File: config.mk
export PLATFORM = sky130hd
export DESIGN_NAME = cu_astat_reg
export DESIGN_NICKNAME = d
export VERILOG_FILES = /design/src/rtl/cu_astat_reg.sv
export SDC_FILE = /design/constraint.sdc
export NUM_CORES = 1
export LEC_CHECK = 0
export CORE_AREA = 2 2 54 56
export DETAILED_ROUTE_END_ITERATION = 10
export DIE_AREA = 0 0 56 58
export PLACE_DENSITY_LB_ADDON = 0.25
export SLEW_MARGIN = 30
export SYNTH_ARGS = -nofsm -noshare
export SYNTH_HDL_FRONTEND = slang
export SYNTH_SLANG_ARGS = --single-unit
export TNS_END_PERCENT = 5
File: constraint.sdc
create_clock -name clk -period 1.6 [get_ports clk]
set_clock_uncertainty 0.05 [all_clocks]
set_input_delay 0.16 -clock clk [delete_from_list [all_inputs] [get_ports clk]]
set_output_delay 0.16 -clock clk [all_outputs]
set_load 0.01 [all_outputs]
File: src/rtl/cu_astat_reg.sv
`default_nettype none
// ---------------------------------------------------------------------------
// cu_astat_reg : ASTAT status / STKY sticky-flag register with condition eval
// Revision     : 1.0
// ---------------------------------------------------------------------------
module cu_astat_reg #(
    parameter int DATASIZE = 16
) (
    input  logic                clk,
    input  logic                rst,
    input  logic                ps_alu_en,
    input  logic                ps_mul_en,
    input  logic                ps_shf_en,
    input  logic                alu_ps_az,
    input  logic                alu_ps_an,
    input  logic                alu_ps_av,
    input  logic                alu_ps_ac,
    input  logic                mul_ps_mn,
    input  logic                mul_ps_mv,
    input  logic                shf_ps_sz,
    input  logic                shf_ps_sv,
    input  logic                ps_astat_wen,
    input  logic                ps_stky_wen,
    input  logic [DATASIZE-1:0] xb_dt,
    input  logic [3:0]          ps_cond,
    output logic [DATASIZE-1:0] astat_xb_dt,
    output logic [DATASIZE-1:0] stky_xb_dt,
    output logic                astat_ps_cond
);

    logic       alu_pend_q, mul_pend_q, shf_pend_q;
    logic [7:0] astat_q, astat_d;
    logic [2:0] stky_q, stky_d;
    logic       unused_xb;

    assign unused_xb = ^xb_dt[DATASIZE-1:8];

    // Unit captures are applied after the crossbar write so they win per field.
    always_comb begin
        astat_d = ps_astat_wen ? xb_dt[7:0] : astat_q;
        stky_d  = ps_stky_wen  ? xb_dt[2:0] : stky_q;
        if (alu_pend_q) begin
            astat_d[3:0] = {alu_ps_ac, alu_ps_av, alu_ps_an, alu_ps_az};
            stky_d[0]    = stky_d[0] | alu_ps_av;
        end
        if (mul_pend_q) begin
            astat_d[5:4] = {mul_ps_mv, mul_ps_mn};
            stky_d[1]    = stky_d[1] | mul_ps_mv;
        end
        if (shf_pend_q) begin
            astat_d[7:6] = {shf_ps_sv, shf_ps_sz};
            stky_d[2]    = stky_d[2] | shf_ps_sv;
        end
    end

    always_ff @(posedge clk or posedge rst) begin
        if (rst) begin
            alu_pend_q <= 1'b0;
            mul_pend_q <= 1'b0;
            shf_pend_q <= 1'b0;
            astat_q    <= 8'h00;
            stky_q     <= 3'b000;
        end else begin
            alu_pend_q <= ps_alu_en;
            mul_pend_q <= ps_mul_en;
            shf_pend_q <= ps_shf_en;
            astat_q    <= astat_d;
            stky_q     <= stky_d;
        end
    end

    assign astat_xb_dt = {{(DATASIZE-8){1'b0}}, astat_q};
    assign stky_xb_dt  = {{(DATASIZE-3){1'b0}}, stky_q};

    always_comb begin
        astat_ps_cond = 1'b1;
        case (ps_cond)
            4'd0:    astat_ps_cond =  astat_q[0];
            4'd1:    astat_ps_cond = ~astat_q[0];
            4'd2:    astat_ps_cond =  astat_q[1];
            4'd3:    astat_ps_cond = ~astat_q[1];
            4'd4:    astat_ps_cond =  (astat_q[1] | astat_q[0]);
            4'd5:    astat_ps_cond = ~(astat_q[1] | astat_q[0]);
            4'd6:    astat_ps_cond =  astat_q[2];
            4'd7:    astat_ps_cond = ~astat_q[2];
            4'd8:    astat_ps_cond =  astat_q[3];
            4'd9:    astat_ps_cond = ~astat_q[3];
            4'd10:   astat_ps_cond =  astat_q[5];
            4'd11:   astat_ps_cond = ~astat_q[5];
            4'd12:   astat_ps_cond =  astat_q[7];
            4'd13:   astat_ps_cond = ~astat_q[7];
            4'd14:   astat_ps_cond =  astat_q[6];
            default: astat_ps_cond = 1'b1;
        endcase
    end

endmodule
`default_nettype wire

After elaboration in Yosys (flattened, before gate mapping)
Cells that the tools add are included.
{ "classes": {"add_sub_neg": 0, "multipliers": 0, "n_div": 0, "order_cmp": 0, "eq_ne": 14, "n_shift": 0, "n_mux": 9, "n_bitwise": 11, "n_reduce_logical": 4} }
{ "ops": {"columns": ["cell", "n"], "rows": [
  ["4-bit equality test, second input constant", 7],
  ["4-bit by 3-bit equality test with 1-bit output, second input constant", 4],
  ["1-bit case mux with 15 select lines", 1],
  ["4-bit by 2-bit equality test with 1-bit output, second input constant", 2],
  ["8-bit 2-to-1 mux", 1],
  ["1-bit NOT", 7],
  ["2-bit nonzero test", 3],
  ["4-bit by 1-bit equality test with 1-bit output, second input constant", 1],
  ["4-bit zero test", 1],
  ["2-bit 2-to-1 mux", 2],
  ["4-bit 2-to-1 mux", 1],
  ["1-bit bitwise OR", 4],
  ["1-bit 2-to-1 mux", 3],
  ["3-bit 2-to-1 mux", 1]
]} }
{ "word_totals": {"ff_bits": 14, "latchBits": 0, "mem_bits_rw": 0, "rom_bits": 0, "inputBits": 35, "out_inout_bits": 33, "word_cells": 45, "n_memories": 0} }

Depth between registers and ports, before layout
{ "depth": {"word_depth": 3, "mapped_depth": 4, "mapped_depth_nobuf": 4} }

Worst setup path after synthesis
OpenSTA, ideal clock, no wires.
{ "synth_path": {"path_kind": "register to output", "from": "register astat_q[1]", "to": "output astat_ps_cond", "arrival_time_ns": 1.220, "t_required_ns": 1.390, "slack_ns": 0.170, "stages_incl_launch_ff": 5, "path_buffers": 0, "cell_sequence": "dfrtp_1 > mux2_4 > a221oi_2 > xor2_1 > mux2i_1"} }
{ "synth_between": {"elab_chain_len": 3, "word_cells_on_any_way": 4, "classes_between": "mux (1); bitwise (3)"} }
{ "synth_rtl": {"columns": ["item", "line_no", "rtl"], "rows": [
  ["start, declared", "32", "logic [7:0] astat_q, astat_d;"],
  ["start signal, assigned", "67", "astat_q <= astat_d;"],
  ["1-bit bitwise OR", "82, 83", null],
  ["1-bit NOT", "83", "4'd5: astat_ps_cond = ~(astat_q[1] | astat_q[0]);"],
  ["1-bit case mux with 15 select lines (*)", "77", "case (ps_cond)"],
  ["end, declared", "28", "output logic astat_ps_cond"]
]} }
Mark *: on every way between the ends. The rest lies on a longest branch, timed or not.

Worst setup path in the final report
Same ends and word-level chain as after synthesis.

==> metrics.txt <==
status=finished with violations; failing checks=negative setup slack; final total power=0.000882 W; via count=673; post-synthesis sequential element count=14; final hold violation count=0; max-slew headroom at the worst pin=0.644; pwr dens=703 nW/um^2; Sw Pwr=0.000241 W; DRC=0; share of layout cells above drive strength 1=0.138; Worst-Margin Slew=0.533 ns; final WL=1630 um; row count=19; vias in the first global route=622; CTS tree=yes; Hold Buf Count CTS=0; largest net degree at the start of global routing=15; initial antenna violation count=0; Seq/Total Area, Yosys=0.426; Final Util=0.471; MaxCap Viol Count=0; number of I/O port buffers=38; Mapped Area=822 sq um; Final Cycle Share=1.10; minimum clock period after layout=1.75 ns; die height=58 um; cell leakage power=0.617 nW; Cells after Synth=80; Clk pwr share=0.222; gr usage total=0.110; Clk Latency, worst-skew pair=0.27 ns; Congestion Overflow GR=0; Max VDD drop=0.449 mV; WP data arrival=1.54 ns; setup violators final=1; die area=3250 sq um; Gate power share=0.320; Yosys cell types=13; First DRT Iteration DRCs=3; H-Tree Depth=1; io pins=68; Starting Density=0.309; clk buf depth=2; average size of a mapped cell=10.3 sq um; Worst Setup Start Kind=register; Sw Share=0.274; worst slack, placed=-0.583 ns; post-route antenna net violation count=0; CP Data Required Time=1.39 ns; DR pass1 iterations=2; P&R area growth vs syn=52.7%; fin worst setup slack=-0.155 ns; Power Internal=0.000640 W; crit path max fanout=3; antenna cells=0; routability cong.=0.721; CP Capture Type=primary output; die width=56 um; Warnings, synthesis=0; RSZ-0062 raised after global routing=true; CTS sink cnt=14; Clock transition at path regs=0.08 ns; Core ar.=2660 sq um; fmax=0.570 GHz; fill count=279; Final nets=167; Min-Delay Path Class=input port to asynchronous set/reset pin; wire per inst=10.1 um; Final Slew Violations=0; Flop pwr share=0.458; wire length of the first global-routing pass=2730 um; Root Buffer Master=clkbuf_4; Crit Path Category=register to primary output; via/cell ratio=4.18; CTS Buf Count=3
[sequential cells by signal (all words and copies together) (netlist names)]
signal / cells
mul_pend_q: 1
shf_pend_q: 1
alu_pend_q: 1
stky_q: 3
astat_q: 8
[logic make-up after synthesis]
| kind of cell | Yosys count | synth area share |
|---|---|---|
| simple gates | 12 | 0.0624 |
| other cells | 1 | 0.00456 |
| compound gates | 11 | 0.0791 |
| buf+inv | 24 | 0.207 |
| mux | 15 | 0.189 |
| xor+xnor | 3 | 0.0320 |
| flops | 14 | 0.426 |
[final timing paths]
check | startpoint | slack [ns] | end | cells past startpoint
worst max-delay path | astat_q[1]$_DFFE_PP0P_ | -0.15 | astat_ps_cond | 5
worst min-delay path | rst | 0.17 | shf_pend_q$_DFF_PP0_ | 2
worst max register to register | astat_q[1]$_DFFE_PP0P_ | 0.59 | astat_q[1]$_DFFE_PP0P_ | 4
worst min register to register | shf_pend_q$_DFF_PP0_ | 0.45 | astat_q[6]$_DFFE_PP0P_ | 1
max in group asynchronous | rst | 0.98 | alu_pend_q$_DFF_PP0_ | 2
min in group clk | ps_mul_en | 0.26 | mul_pend_q$_DFF_PP0_ | 1
[power groups by stage]
stage / sequential, W / combinational [W] / clock, W
floorplan: 0.000424 / 0.000137 / 0
global placement: 0.000412 / 0.000285 / 0
detailed placement: 0.000411 / 0.000289 / 0
CTS: 0.000405 / 0.000284 / 0.000198
global route: 0.000409 / 0.000309 / 0.000220
finish: 0.000404 / 0.000282 / 0.000196
[final cells by class]
type | instances | area, sq um | area share
repair buffers | 49 | 459 | 0.366
inverters | 2 | 7.51 | 0.00598
clock buffers | 3 | 22.5 | 0.0179
multi-input cells | 62 | 377 | 0.300
well taps | 31 | 38.8 | 0.0309
flip-flops and latches | 14 | 350 | 0.279
[routing by layer]
layer / track usage / share of wire
met2: 0.165 / 0.43
met1: 0.139 / 0.43
met3: 0.0379 / 0.13
met4: 0.0612 / 0.015
met5: 0 / 0
[stage by stage]
step           hold WS [ns]  cells  TNS [ns]  instance area (sq um)
2_1_floorplan     -0.000781    100         0                    897
3_3_place_gp          0.438    157    -0.561                   1230
3_5_place_dp          0.439    157    -0.583                   1230
4_1_cts               0.198    160    -0.188                   1240
5_1_grt               0.213    161    -0.237                   1250
6_report              0.168    161    -0.155                   1250
[cells in the final DEF (no fill, tap or decap), drive strengths merged]
cell / netlist / final
clkdlybuf4s50: 0 / 35
conb: 1 / 21
mux2i: 14 / 14
dfrtp: 14 / 14
buf: 22 / 12
nand2: 11 / 11
o21ai: 10 / 10
clkbuf: 0 / 3
inv: 2 / 2
xnor2: 2 / 2
mux2: 1 / 1
and3b: 1 / 1
a221oi: 1 / 1
xor2: 1 / 1
dlygate4sd2: 0 / 1
dlymetal6s2s: 0 / 1
[cell usage after synthesis]
master / number / area (sq um)
buf_4: 21 / 158
dfrtp_1: 14 / 350
mux2i_1: 14 / 140
nand2_1: 11 / 41.3
o21ai_0: 10 / 50.1
inv_1: 2 / 7.51
xnor2_1: 2 / 17.5
a221oi_2: 1 / 15.0
and3b_2: 1 / 10.0
buf_2: 1 / 5.00
conb_1: 1 / 3.75
mux2_4: 1 / 15.0
xor2_1: 1 / 8.76
[worst max-delay path, cell delays in order, from the launching register on]
cell and delay [ns]:
dfrtp_1 0.39, mux2_4 0.27, a221oi_2 0.23, xor2_1 0.16
mux2i_1 0.07, buf_2 0.14
[repair_timing]
action | 4_1_cts | 5_1_grt
endpoints found under the setup margin | 1 | 1
buffers inserted | 0 | 1
endpoints found under the hold margin | 0 | 0
pin swaps | 2 | 2
resized for setup | 5 | 1
Power figures use the tool's default switching activity.
